==> src/rtl/seq_comparator.sv <==
// Multi-cycle magnitude comparator: scans operands MSB-chunk first, CHUNK bits per cycle.
// Optional min/max outputs are enabled by defining SEQ_COMPARATOR_MINMAX_EN.
module seq_comparator #(
  parameter int unsigned WIDTH = 32,
  parameter int unsigned CHUNK = 8
) (
  input  logic                           clk,
  input  logic                           rst_n,
  input  logic                           in_valid,
  output logic                           in_ready,
  input  logic [WIDTH-1:0]               comp_in0,
  input  logic [WIDTH-1:0]               comp_in1,
  output logic                           out_valid,
  input  logic                           out_ready,
  output logic                           SLT,
  output logic                           SLTU,
  output logic                           EQ,
  output logic [$clog2(WIDTH/CHUNK):0]   busy_cycles
`ifdef SEQ_COMPARATOR_MINMAX_EN
  ,
  input  logic                           min_signed,
  output logic [WIDTH-1:0]               min_out,
  output logic [WIDTH-1:0]               max_out
`endif
);

  localparam int unsigned N  = WIDTH / CHUNK;
  localparam int unsigned IW = (N > 1) ? $clog2(N) : 1;
  localparam int unsigned BW = $clog2(N) + 1;

  typedef enum logic [1:0] {
    IDLE,
    SCAN,
    DONE
  } state_t;

  state_t            state_q, state_d;
  logic [WIDTH-1:0]  a_q, a_d;
  logic [WIDTH-1:0]  b_q, b_d;
  logic [IW-1:0]     idx_q, idx_d;
  logic [BW-1:0]     busy_q, busy_d;
  logic              slt_q, slt_d;
  logic              sltu_q, sltu_d;
  logic              eq_q, eq_d;

  logic [CHUNK-1:0]  slice_a;
  logic [CHUNK-1:0]  slice_b;
  logic              slices_differ;
  logic              sltu_hit;
  logic              slt_hit;

`ifdef SEQ_COMPARATOR_MINMAX_EN
  logic              ms_q, ms_d;
  logic [WIDTH-1:0]  min_q, min_d;
  logic [WIDTH-1:0]  max_q, max_d;
  logic              lt_sel;
`endif

  always_comb begin
    slice_a = '0;
    slice_b = '0;
    for (int unsigned i = 0; i < N; i++) begin
      if (idx_q == IW'(i)) begin
        slice_a = a_q[i*CHUNK +: CHUNK];
        slice_b = b_q[i*CHUNK +: CHUNK];
      end
    end
  end

  // Sign bits only matter once a difference is found; equal operands have equal signs.
  assign slices_differ = (slice_a != slice_b);
  assign sltu_hit      = (slice_a < slice_b);
  assign slt_hit       = (a_q[WIDTH-1] ^ b_q[WIDTH-1]) ? a_q[WIDTH-1] : sltu_hit;

`ifdef SEQ_COMPARATOR_MINMAX_EN
  assign lt_sel = ms_q ? slt_hit : sltu_hit;
`endif

  always_comb begin
    state_d = state_q;
    a_d     = a_q;
    b_d     = b_q;
    idx_d   = idx_q;
    busy_d  = busy_q;
    slt_d   = slt_q;
    sltu_d  = sltu_q;
    eq_d    = eq_q;
`ifdef SEQ_COMPARATOR_MINMAX_EN
    ms_d    = ms_q;
    min_d   = min_q;
    max_d   = max_q;
`endif
    unique case (state_q)
      IDLE: begin
        if (in_valid) begin
          a_d     = comp_in0;
          b_d     = comp_in1;
          idx_d   = IW'(N - 1);
          busy_d  = '0;
          slt_d   = 1'b0;
          sltu_d  = 1'b0;
          eq_d    = 1'b0;
`ifdef SEQ_COMPARATOR_MINMAX_EN
          ms_d    = min_signed;
`endif
          state_d = SCAN;
        end
      end
      SCAN: begin
        busy_d = busy_q + BW'(1);
        if (slices_differ || (idx_q == '0)) begin
          sltu_d  = sltu_hit;
          slt_d   = slt_hit;
          eq_d    = ~slices_differ;
`ifdef SEQ_COMPARATOR_MINMAX_EN
          // Equal operands take the not-less path, leaving both outputs equal to A.
          min_d   = lt_sel ? a_q : b_q;
          max_d   = lt_sel ? b_q : a_q;
`endif
          state_d = DONE;
        end else begin
          idx_d = idx_q - IW'(1);
        end
      end
      DONE: begin
        if (out_ready) begin
          state_d = IDLE;
        end
      end
      default: state_d = IDLE;
    endcase
  end

  always_ff @(posedge clk or negedge rst_n) begin
    if (!rst_n) begin
      state_q <= IDLE;
      a_q     <= '0;
      b_q     <= '0;
      idx_q   <= '0;
      busy_q  <= '0;
      slt_q   <= 1'b0;
      sltu_q  <= 1'b0;
      eq_q    <= 1'b0;
`ifdef SEQ_COMPARATOR_MINMAX_EN
      ms_q    <= 1'b0;
      min_q   <= '0;
      max_q   <= '0;
`endif
    end else begin
      state_q <= state_d;
      a_q     <= a_d;
      b_q     <= b_d;
      idx_q   <= idx_d;
      busy_q  <= busy_d;
      slt_q   <= slt_d;
      sltu_q  <= sltu_d;
      eq_q    <= eq_d;
`ifdef SEQ_COMPARATOR_MINMAX_EN
      ms_q    <= ms_d;
      min_q   <= min_d;
      max_q   <= max_d;
`endif
    end
  end

  assign in_ready    = (state_q == IDLE);
  assign out_valid   = (state_q == DONE);
  assign SLT         = slt_q;
  assign SLTU        = sltu_q;
  assign EQ          = eq_q;
  assign busy_cycles = busy_q;
`ifdef SEQ_COMPARATOR_MINMAX_EN
  assign min_out     = min_q;
  assign max_out     = max_q;
`endif

endmodule

==> config.mk <==
export PLATFORM = sky130hd
export DESIGN_NAME = seq_comparator
export DESIGN_NICKNAME = d
export VERILOG_FILES = /design/src/rtl/seq_comparator.sv
export SDC_FILE = /design/constraint.sdc
export NUM_CORES = 1
export LEC_CHECK = 0
export CORE_ASPECT_RATIO = 0.9
export CORE_MARGIN = 4
export CORE_UTILIZATION = 25
export DETAILED_ROUTE_END_ITERATION = 6
export GPL_TIMING_DRIVEN = 0
export PLACE_DENSITY = 0.5
export SLEW_MARGIN = 20
export SYNTH_ARGS = -nofsm -noshare
export SYNTH_HDL_FRONTEND = slang
export SYNTH_SLANG_ARGS = --single-unit
==> constraint.sdc <==
create_clock -name clk -period 3.2 [get_ports clk]
set_input_delay 0.64 -clock clk [delete_from_list [all_inputs] [get_ports clk]]
set_output_delay 0.64 -clock clk [all_outputs]
set_load 0.05 [all_outputs]
==> metrics.txt, run 1 <==
status=finished clean; Hold Fails Final Rpt=0; ANT nets after route=0; Chip Height=121 um; post-DP HPWL=about 7.0 mm; Top FF cell, synth=dfrtp_1; cells after synthesis=294; first-pass GRT wire length=15.0 mm; layout cells sized above 1=0.254; crit-path max FO=10; worst relative slew slack=0.653; die width=133 um; PD cells=840 nW/um^2; Final GP Congestion=0.772; DRC=0; CTS clock-pin slew for the worst setup and hold paths=0.06 ns; max-slew violation count=0; placed inst area=approximately 4500 sq um; Skew-Pair Late Insertion Delay=about 0.34 ns; Worst-Margin Slew=~0.52 ns; f_max=around 0.34 GHz; Cell Chain, Critical Path=inv_1 > ha_1 > clkbuf_4 > nor2b_4 > buf_4 > a221oi_1 > nor3_1 > a21oi_1 > ha_1 > nand4_1 > nor4_4 > buf_4 > or2_1 > nor2_1 > a21oi_1; crit-path max cell delay=0.39 ns; Mean Syn Cell Area=about 12 sq um; pin count of the biggest net entering global routing=44; clock root buffer=clkbuf_16; initial antenna violation count=0; core area=13600 sq um; antenna cells=0; Via-to-Cell Ratio=between 4 and 5; CTS Sinks=74; synth-to-layout area growth=38.5%; CP top delay family=simple AND/OR/NAND/NOR gates; Clock Skew=0.00637 ns; I/O Buffers=75; CTS tree=done; Worst Setup Start Kind=register; CTS max path bufs=2; Seq/Total Area, Yosys=0.527; Overall Global Routing Usage=0.121; via count=2553; VDD IR-drop max=349 uV; MaxCap Viol Count=0; per-cell routed wire length=16.2 um; Synth warnings=0; WP buf/inv=4; synthesized area=3520 sq um; ys async rst share=1.00; total iterations of the first detailed-routing run=4; Die Footprint=16000 sq um; Leak=0.00197 uW; Critical Path RT=3.46 ns; htree depth=3; row cnt=40; RSZ-0062 raised after global routing=false; Starting Density=0.259; endpoints failing setup=0; total CTS buffers=9; Critical Path AT=between 3 and 4 ns; final worst path period share=0.932; Iter 0 DRT Violations=118; Hold/Removal Path Class=primary input to async pin; slowest CP cell=dfrtp_1; NumNets Final=465; GRT overflow=0; final WL=roughly 9.4 mm; fin area=4870 sq um; Post-synth EDFFs=0; clock period minus worst slack=2.98 ns; number of synthesized register bits=74; Worst Setup End Kind=register; WS Path Type=register to register; WHS=0.269 ns; syn nets=375; Cell variety after synth=29; number of global-route vias before repair=2822; I/O pin total=76
==> per-layer routing <==
| layer | up-vias | part of all wire | global-route usage |
|---|---|---|---|
| met3 | 13 | 0.055 | 0.0374 |
| met1 | 1243 | 0.48 | 0.163 |
| met5 | - | 0 | 0 |
| met2 | 59 | 0.45 | 0.190 |
| met4 | 0 | 0.011 | 0.0318 |
| li1 | 1238 | - | - |
==> flip-flops by register name (all words and copies together), names as in the netlist <==
| register | cells |
|---|---|
| EQ | 1 |
| idx_q | 2 |
| SLTU | 1 |
| a_q | 32 |
| state_q | 2 |
| b_q | 32 |
| SLT | 1 |
| busy_cycles | 3 |
==> layout by cell type (no fill, tap or decap), drive strengths merged, types with 8 or more instances in the layout <==
cell type       n
buf            14
o21ai          15
ha             13
nand2          18
nor2           15
clkbuf         17
nor3           10
a22oi           8
a21oi          23
mux2           63
clkdlybuf4s50  74
dfrtp          74
nor2b          10
==> cells in the mapped netlist (2+ instances only) <==
library cell	instances	area share
ha_1	13	0.046
dfrtp_1	74	0.53
buf_6	3	0.0096
nand2_1	18	0.019
o211ai_1	2	0.0043
nor2b_1	9	0.016
nor3_1	10	0.014
nor2_1	15	0.016
nand4_1	2	0.0036
a221oi_1	7	0.017
nand3b_1	2	0.0043
a22oi_1	8	0.017
inv_1	4	0.0043
o21ai_0	15	0.021
mux2_2	63	0.20
buf_1	2	0.0021
a21oi_1	23	0.033
nand2b_1	2	0.0036
a31oi_1	2	0.0036
buf_2	7	0.010
clkbuf_1	5	0.0053
==> per-stage QoR <==
| step | util | setup WS, ns | total power [uW] | setup TNS, ns | cells |
|---|---|---|---|---|---|
| 3_3_place_gp | 0.332 | -1.22 | 3050 | -90.20 | 558 |
| 4_1_cts | 0.357 | 0.0332 | 4140 | 0 | 576 |
| 3_5_place_dp | 0.334 | -0.113 | 3110 | -0.242 | 559 |
| 6_report | 0.359 | 0.219 | 4090 | 0 | 578 |
| 5_1_grt | 0.359 | 0.0156 | 4380 | 0 | 578 |
| 2_1_floorplan | - | 0.559 | 2640 | 0 | 294 |
==> cell type report <==
class | instances | area, sq um
Tap cell | 189 | 236
Fill cell | 1382 | 8690
Clock buffer | 9 | 225
Timing Repair Buffer | 79 | 798
Inverter | 4 | 15.0
Clock inverter | 7 | 77.6
Sequential cell | 74 | 1850
Buffer | 17 | 103
Multi-Input combinational cell | 199 | 1560
==> final timing paths <==
path                                 from  cells after the start             end  slack, ns
setup / recovery                 idx_q[1]                     15        idx_q[0]       0.22
hold / removal                      rst_n                      1         a_q[15]       0.27
setup reg to reg                 idx_q[1]                     15        idx_q[0]       0.22
hold reg to reg            busy_cycles[2]                      1  busy_cycles[2]       0.49
max in group asynchronous           rst_n                      2         b_q[27]       2.36
min in group clk           busy_cycles[2]                      1  busy_cycles[2]       0.49
==> where the power goes <==
group          leakage [uW]  internal [uW]  switching (uW)
clock              0.000146            609             411
combinational      0.000957            760             678
sequential         0.000870           1390             245
==> repair_timing <==
action                     CTS  global route
hold buffers                 0             0
resized for setup            1             8
setup endpoints to repair    4             6
setup buffers                1             2
pin swaps                    1             0
==> kinds of logic after synthesis <==
group / synth area share
fa+ha+maj: 0.0462
compound gates: 0.103
simple gates: 0.0911
mux: 0.202
buf+inv: 0.0313
flops: 0.527
(Power assumes the default switching activity.)
==> inputs of run 2 (changes only) <==
--- a/constraint.sdc
+++ b/constraint.sdc
@@ -3,2 +3,2 @@
 set_output_delay 0.64 -clock clk [all_outputs]
-set_load 0.05 [all_outputs]
+set_load 0.1 [all_outputs]
==> results of run 2 <==
The final DEF is identical to that of run 1. Status: finished clean.
Main changes from that run: total power 4090 uW -> 4230 uW; worst IR drop on VDD 349 uV -> 354 uV
==> inputs of run 3 (changes only) <==
- REMOVE_ABC_BUFFERS: not set -> 1
- SKIP_LAST_GASP: not set -> 1
==> run 3 against run 2 <==
Effect of this change:
- clock skew increased by 0.00050 ns
- flip-flop and latch count unchanged
- sequential power about the same
- sequential share of layout area decreased by 0.51 points
- hold slack got worse by 0.019 ns
- via count decreased by 1.4%
- worst setup slack got worse by 0.032 ns
- final area increased by 1.4%
- global-route usage decreased by 0.80 points
- register-to-register slack got worse by 0.03 ns
- critical endpoint is now SLTU
- largest cell class unchanged
- largest power group unchanged
==> metrics.txt, run 3 (synthesis gave the netlist of run 1 again) <==
status=finished clean; reg-to-reg setup timing slack=0.19 ns; Hold Fails Final Rpt=0; Chip Height=~120 um; fin area=4940 sq um; Hold/Removal Path Class=primary input to async pin; htree depth=3; clock period minus worst slack=3.01 ns; CTS clock-pin slew for the worst setup and hold paths=0.06 ns; Starting Density=0.259; total CTS buffers=9; Overall Global Routing Usage=0.113; layout cells sized above 1=0.263; WP buf/inv=4; PD cells=881 nW/um^2; Worst Setup SP=idx_q[0]; endpoints failing setup=0; Final GP Congestion=0.715; Leak=0.00198 uW; Via-to-Cell Ratio=4.43; first-pass GRT wire length=14.1 mm; initial antenna violation count=0; CTS max path bufs=2; die width=approximately 130 um; NumNets Final=456; most frequent cells in the layout=clkdlybuf4s50_1 (74), dfrtp_1 (73), mux2_2 (63); GRT overflow=0; Worst-Margin Slew=around 1.0 ns; via count=2518; NetSw=1410 uW; reg2reg start=idx_q[0]; CP top delay family=simple AND/OR/NAND/NOR gates; VDD IR-drop max=281 uV; Hold-fix buffers, CTS=0; Final WS setup=~0.19 ns; Critical Path AT=3.26 ns; ANT nets after route=0; max-slew violation count=0; core area=13600 sq um; final WL=about 8.7 mm; Worst Setup Start Kind=register; pin count of the biggest net entering global routing=between 40 and 50; total iterations of the first detailed-routing run=4; CTS tree=done; final worst path period share=0.942; I/O Buffers=75; clock root buffer=clkbuf_16; WS Path Type=register to register; sequential power share=0.372; Clock Skew=0.00688 ns; Place WS=-0.610 ns; r2r worst-path depth=14; I/O pin total=76; WHS=0.250 ns; per-cell routed wire length=15.2 um; RSZ-0062 raised after global routing=false; Internal=2940 uW; MaxCap Viol Count=0; placed inst area=4460 sq um; Critical Path RT=3.45 ns; DRC=0; antenna cells=0; crit-path max FO=8; sw frac=0.324; row cnt=40; f_max=0.332 GHz; Die Footprint=16000 sq um; synth-to-layout area growth=40.4%; slowest CP cell=dfrtp_2; Skew-Pair Late Insertion Delay=approximately 0.33 ns; Comb power frac=0.357; number of global-route vias before repair=2655; post-DP HPWL=about 6.0 mm; filler instances=~1300; Clock Power Share=0.270; Critical R2R Capture=SLTU; Cell Chain, Critical Path=inv_1 > ha_2 > nor2b_4 > buf_12 > a221oi_1 > nor3_1 > a21oi_1 > ha_1 > nand4_1 > buf_4 > nor4_4 > buf_4 > o21ai_0 > o21ai_0; CTS Sinks=74; commonest non-fill, non-tap cell in the layout=clkdlybuf4s50_1; Worst Setup End Kind=register; Iter 0 DRT Violations=about 100; worst relative slew slack=0.302; crit-path max cell delay=0.45 ns
==> run 3: cell count changes in the layout (fill, tap and decap cells not counted), moves of 3 or more <==
cell and delta:
clkinv_4 -3, buf_2 -5, clkbuf_1 -5, buf_6 -3, ha_1 -3, buf_4 +4
==> run 3: how the worst max path moves through the flow <==
stage / to / slack [ns] / cells past startpoint
final: SLTU / 0.19 / 14
after global routing: SLTU / 0.007 / 15
after CTS: idx_q[0] / 0.007 / 12
after detailed placement: idx_q[0] / -0.61 / 12
after global placement: b_q[22] / -1.26 / 1
after floorplan: a_q[0] / -0.77 / 3
==> run 3: timing repair <==
item                                    CTS  global route
resized for setup                         4             3
endpoints found under the setup margin    7             4
pin swaps                                 1             2
cloned                                    1             0
setup buffers                             0             9
==> run 3: cell type report <==
| type | instances | area [sq um] | share of cell area |
|---|---|---|---|
| clock buffer | 11 | 253 | 0.0512 |
| tap | 189 | 236 | 0.0479 |
| timing repair buffer | 86 | 876 | 0.177 |
| multi-input combinational | 200 | 1610 | 0.325 |
| clock inverter | 5 | 100 | 0.0203 |
| sequential | 74 | 1850 | 0.375 |
| inverter | 4 | 15.0 | 0.00304 |
==> run 3: layer usage <==
layer  track usage  share of wire
met1         0.151           0.47
met2         0.174           0.46
met3        0.0420          0.061
met4        0.0279         0.0086
met5             0              0
==> run 3: power groups by stage <==
stage / clock, uW / sequential (uW) / combinational, uW
after CTS: 1210 / 1630 / 1570
final: 1180 / 1620 / 1550
after floorplan: 0 / 1730 / 1020
after detailed placement: 0 / 1650 / 1570
after global routing: 1260 / 1680 / 1710
after global placement: 0 / 1630 / 1550
==> run 3: metrics by stage <==
step	instances	total power (uW)	setup TNS, ns	util
floorplan	277	2750	-52.32	-
global placement	541	3170	-153.52	0.325
detailed placement	543	3210	-3.40	0.329
CTS	560	4410	0	0.357
global route	569	4640	0	0.364
finish	569	4350	0	0.364
==> edit 1 (flow settings as in run 2) <==
The parameter `WIDTH` goes from 32 to 64.
--- a/src/rtl/seq_comparator.sv
+++ b/src/rtl/seq_comparator.sv
@@ -2,5 +2,5 @@
 // Optional min/max outputs are enabled by defining SEQ_COMPARATOR_MINMAX_EN.
 module seq_comparator #(
-  parameter int unsigned WIDTH = 32,
+  parameter int unsigned WIDTH = 64,
   parameter int unsigned CHUNK = 8
 ) (
Interface: changed (resized busy_cycles, comp_in0 and comp_in1); port bits go from 76 to 141. No check against the original RTL was run, so the function may have changed too.
==> edit 1 against run 2 <==
- non-clock buffer count grew 94
- final area rose by 100%
- sequential cell count is 66 higher
- final cell count is 87% higher
- setup slack got worse by 130 ps
- power is 98% higher
- first-iteration DRC count rose by 110%
- synthesized area grew 100%
- maximum frequency decreased by 4.1%
- sequential share of layout area decreased by 2.5 points
- wire length is 130% higher
- global-route usage up 2.1 points
==> edit 1: results (changes against run 2) <==
Initial antenna violation count: 0 (unchanged)
Drt pass-1 iters: 4 (unchanged)
Clock transition at path regs: 70 ps
Final Max Slew Viols: 0 (unchanged)
Worst path slowest cell: dfrtp_1
Tot GR Track Use: 0.142 (+0.0208)
Layout cells sized above 1: 0.333 (+0.0788)
Iter 0 DRT Violations: 248 (+110%)
Worst R2R Start: idx_q[1]
Clk_lat worst skew: 420 ps (+80 ps)
Syn nets: 686 (+83%)
Max rail drop VDD: 0.000374 V (+5.4%)
Vias in the first global route: 5,352 (+90%)
Routability Congestion: 0.797 (+3.3%)
Nets: 856 (+84%)
Max Root-Sink Buffers: 2 (unchanged)
Slew HR: 0.327 (-0.0226)
Post-synthesis async set-or-reset flop share: 1.00 (unchanged)
Syn. warnings: 0 (unchanged)
Post-synth top cells: dfrtp_1 (140), mux2_4 (67), mux2_2 (61)
Sw frac: 0.327 (-0.0209)
Leak: 0.00415 uW (+110%)
Synth Area per Inst: 13.1 um2 (+9.3%)
HPWL after DPL: 16,400 um (+130%)
H-tree levels: 4 (+1)
Detail-routed via count per cell: 4.60 (+4.2%)
CTS Buf Count: 17 (+8)
Fin cells: 1,083 (+87%)
CP arrival: 3420 ps (+180 ps)
Yosys cell types: 41 (+41%)
Cells after DPL: 1,041 (+86%)
DR WL/cell: 20.1 um (+24%)
N_diodes: 0 (unchanged)
Synth top area cells: dfrtp_1 (50%), mux2_4 (14%), mux2_2 (9.7%), ha_1 (2.5%), nand3_1 (1.9%)
Fill cell count: 2,794 (+100%)
Post-synthesis sequential area ratio: 0.496 (-0.0301)
Status: completed
IO buf count: 140 (+87%)
CP peak stage delay: 400 ps
Global-route wire length before repair: 33,200 um (+120%)
Largest net degree at the start of global routing: 90 (+100%)
CP Max Fanout: 10 (unchanged)
Post-route clock skew: 12.1 ps (+5.72 ps)
Crit path from: idx_q[1]
HP Class: primary input to async pin
Root Driver: clkbuf_16
==> edit 1: metal layers <==
metal  share of wire  track usage  vias to the layer above  routed length (um)
li1                -            -                     2349                   -
met1            0.48        0.201                     2504               10500
met2            0.46        0.223                      117               10000
met3           0.046       0.0369                       15                1010
met4           0.012       0.0239                        0                 254
met5               0            0                        -                   0
==> edit 1: cell families after synthesis <==
group | Yosys count | synth area share
DFF | 140 | 0.496
and+or+nand+nor | 101 | 0.0711
muxes | 140 | 0.257
xor gates and xnor gates | 2 | 0.00248
AOI/OAI and AO/OA | 99 | 0.102
adders and majority gates | 14 | 0.0248
buffers and inverters | 44 | 0.0466
==> edit 1: per-stage QoR <==
stage | instance area, um2 | setup slack (ps)
CTS | 9760 | 1.34
detailed placement | 8940 | -456
global placement | 8910 | -4600
finish | 9870 | 90.3
floorplan | 7060 | 221
global route | 9870 | -4.97
==> edit 1: critical path: cells and delay by family, from the launching register on <==
kind            cells  cell delay, ps
simple gates        6            1160
compound gates      3             630
fa+ha+maj           2             420
flops               1             400
buf+inv             2             380
==> edit 1: final cells by class <==
cell class                 count  area, um2  area share
sequential                   140       3500       0.355
multi-input combinational    356       3430       0.347
timing repair buffer         153       1550       0.157
tap                          360        450      0.0456
clock buffer                  19        443      0.0449
buffer                        37        318      0.0322
clock inverter                13        156      0.0158
inverter                       5       21.3     0.00215
==> edit 1: power by group through the flow <==
| stage | Combinational (uW) | Sequential (uW) | Clock [uW] |
|---|---|---|---|
| global placement | 2880 | 3240 | 0 |
| finish | 3070 | 3250 | 2030 |
| CTS | 3030 | 3260 | 2080 |
| global route | 3330 | 3370 | 2160 |
| detailed placement | 2920 | 3230 | 0 |
| floorplan | 2120 | 3160 | 0 |
==> edit 1: final timing paths <==
| kind | endpoint | slack (ps) | cells past startpoint |
|---|---|---|---|
| worst max register to register | idx_q[0] | 90 | 13 |
| worst min register to register | a_q[28] | 500 | 1 |
| worst max-delay path | idx_q[0] | 90 | 13 |
| min in group clk | a_q[28] | 500 | 1 |
| max in group asynchronous | idx_q[0] | 2270 | 2 |
| worst min-delay path | a_q[47] | 110 | 1 |
==> edit 1: what timing repair did <==
action / in CTS / in global routing
gates cloned: 0 / 1
setup buffers: 6 / 5
resized for setup: 32 / 19
endpoints found under the hold margin: 0 / 0
endpoints found under the setup margin: 8 / 6
hold buffers: 0 / 0
pin swaps: 13 / 15
==> edit 2 (config.mk and constraints of run 2) <==
Without the edit above. Take the reset off `b_q` and load it in a clocked block of its own.
--- a/src/rtl/seq_comparator.sv
+++ b/src/rtl/seq_comparator.sv
@@ -136,5 +136,4 @@
       state_q <= IDLE;
       a_q     <= '0;
-      b_q     <= '0;
       idx_q   <= '0;
       busy_q  <= '0;
@@ -150,5 +149,4 @@
       state_q <= state_d;
       a_q     <= a_d;
-      b_q     <= b_d;
       idx_q   <= idx_d;
       busy_q  <= busy_d;
@@ -162,4 +160,8 @@
 `endif
     end
+  end
+
+  always_ff @(posedge clk) begin
+    b_q <= b_d;
   end
 
Function: no difference found for any inputs over 10 cycles, from zero or initial values and one cycle with rst_n low; that may be too few to reach the edited logic, so the function may still have changed.
==> edit 2 against run 2 <==
- non-clock buffer count unchanged
- sequential cell count unchanged
- synthesized area shrank 1.6%
- wire length is 9.2% lower
- final area fell by 0.39%
- sequential power fell by 7%
- power fell by 7.7%
- hold slack lost 17 ps
- first-iteration DRC count decreased by 10%
- clock skew is 0.74 ps higher
- setup slack better by 34 ps
- core utilization increased by 0.13 points
- largest cell class unchanged
- highest routed layer unchanged
==> edit 2: results (changes against run 2) <==
Nets: 427 (-8.2%)
Post-CTS setup buffers: 0 (-1)
Clk. pwr: 1050 uW
Status: completed
N_diodes: 0 (unchanged)
Post-synth EDFFs: 32 (+32)
Comb pwr: 1340 uW (-15%)
Max rail drop VDD: 0.000269 V (-24%)
Cells after DPL: 497 (-11%)
Yosys cell types: 39 (+34%)
Post-synthesis sequential area ratio: 0.581 (+0.0548)
Number of multi-input logic gates: 161 (-19%)
Iter 0 DRT Violations: 106 (-10%)
Post-route clock skew: 7.12 ps (+0.744 ps)
Fin cells: 519 (-10%)
Leak: 0.00194 uW (-1.7%)
Synth top area cells: dfrtp_1 (30%), edfxtp_1 (28%), mux2_4 (13%), ha_1 (4.7%), a21oi_1 (2.9%)
Post-synthesis async set-or-reset flop share: 0.568 (-0.432)
Fraction of area in multi-input gates: 0.281 (-0.0400)
Seq_cells: 74 (unchanged)
Clock-cell share of area: 0.0637 (+0.00153)
Data buffer area share: 0.194 (+0.00923)
Syn nets: 334 (-11%)
M3 GR Usage: 0.0381 (+0.000702)
Vias in the first global route: 2,554 (-9.5%)
Synth Instances: 253 (-14%)
Fill cell count: 1,327 (-4.0%)
CP arrival: 3190 ps (-50 ps)
Global-route wire length before repair: 13,600 um (-9.6%)
Total Wirelength: 8510 um (-9.2%)
Largest net degree at the start of global routing: 42 (-4.5%)
CTS resizes: 4 (+3)
P_int: 2660 uW (-3.5%)
Tot GR Track Use: 0.113 (-0.00856)
CP Max Fanout: 9 (-1)
Post-synth top cells: dfrtp_1 (42), edfxtp_1 (32), mux2_4 (29)
Detail-routed via count per cell: 4.47 (+1.1%)
M1 GR Usage: 0.158 (-0.00497)
Tightest Pin Transition: 985 ps (+12.3 ps)
Global-route track usage on met2: 0.160 (-0.0307)
Layout cells sized above 1: 0.211 (-0.0437)
IO buf count: 75 (unchanged)
Routability Congestion: 0.796 (+3.2%)
## edit 2: changes by cell type after synthesis, moves of 4 or more
cell             run 2  this run
nand2_1             18        14
o21ai_1              0        10
buf_2                7         2
o21ai_0             15         1
edfxtp_1             0        32
mux2_2              63         1
dfrtp_1             74        42
mux2_4               0        29
## edit 2: logic make-up (layout without fill, tap and decap cells)
logic type / after synthesis / in the layout / synth area share
adder cells (fa/ha/maj): 13 / 13 / 0.0470
flip-flops: 74 / 74 / 0.581
buffers and inverters: 18 / 116 / 0.0387
AND/OR/NAND/NOR: 54 / 54 / 0.0781
multiplexers: 34 / 34 / 0.142
AO/OA/AOI/OAI: 60 / 60 / 0.113
## edit 2: metrics by stage
stage,instance area (um2),hold slack [ps],worst slack [ps],total power [uW]
after floorplan,3460,344,553,2480
after global placement,4420,473,-69.6,2830
after detailed placement,4440,489,-129,2850
after CTS,4760,247,33.8,3940
after global routing,4850,279,-8.48,4120
final,4850,251,253,3900
## edit 2: worst paths after layout
check                      cells after the start  slack, ps      from       end
min                                            1        250     rst_n   a_q[11]
max in group asynchronous                      2       2450     rst_n       SLT
max reg2reg                                   16        250  idx_q[1]  idx_q[0]
max                                           16        250  idx_q[1]  idx_q[0]
min in group clk                               2        490       SLT       SLT
min reg2reg                                    2        490       SLT       SLT
## edit 2: critical path: stages (launching register included)
cell,delay (ps)
dfrtp_1,390
inv_1,130
ha_1,180
clkbuf_4,210
nor2b_4,60
buf_4,130
a22oi_1,180
nor2_1,80
a21oi_2,140
o21ai_1,110
ha_1,340
nand4_1,90
buf_4,170
nor3_4,230
buf_4,150
o21ai_1,50
a22oi_1,190
## edit 2: layer usage
metal | vias up | wire [um]
li1 | 1130 | -
met1 | 1116 | 4240
met2 | 60 | 3700
met3 | 12 | 423
met4 | 0 | 148
met5 | - | 0
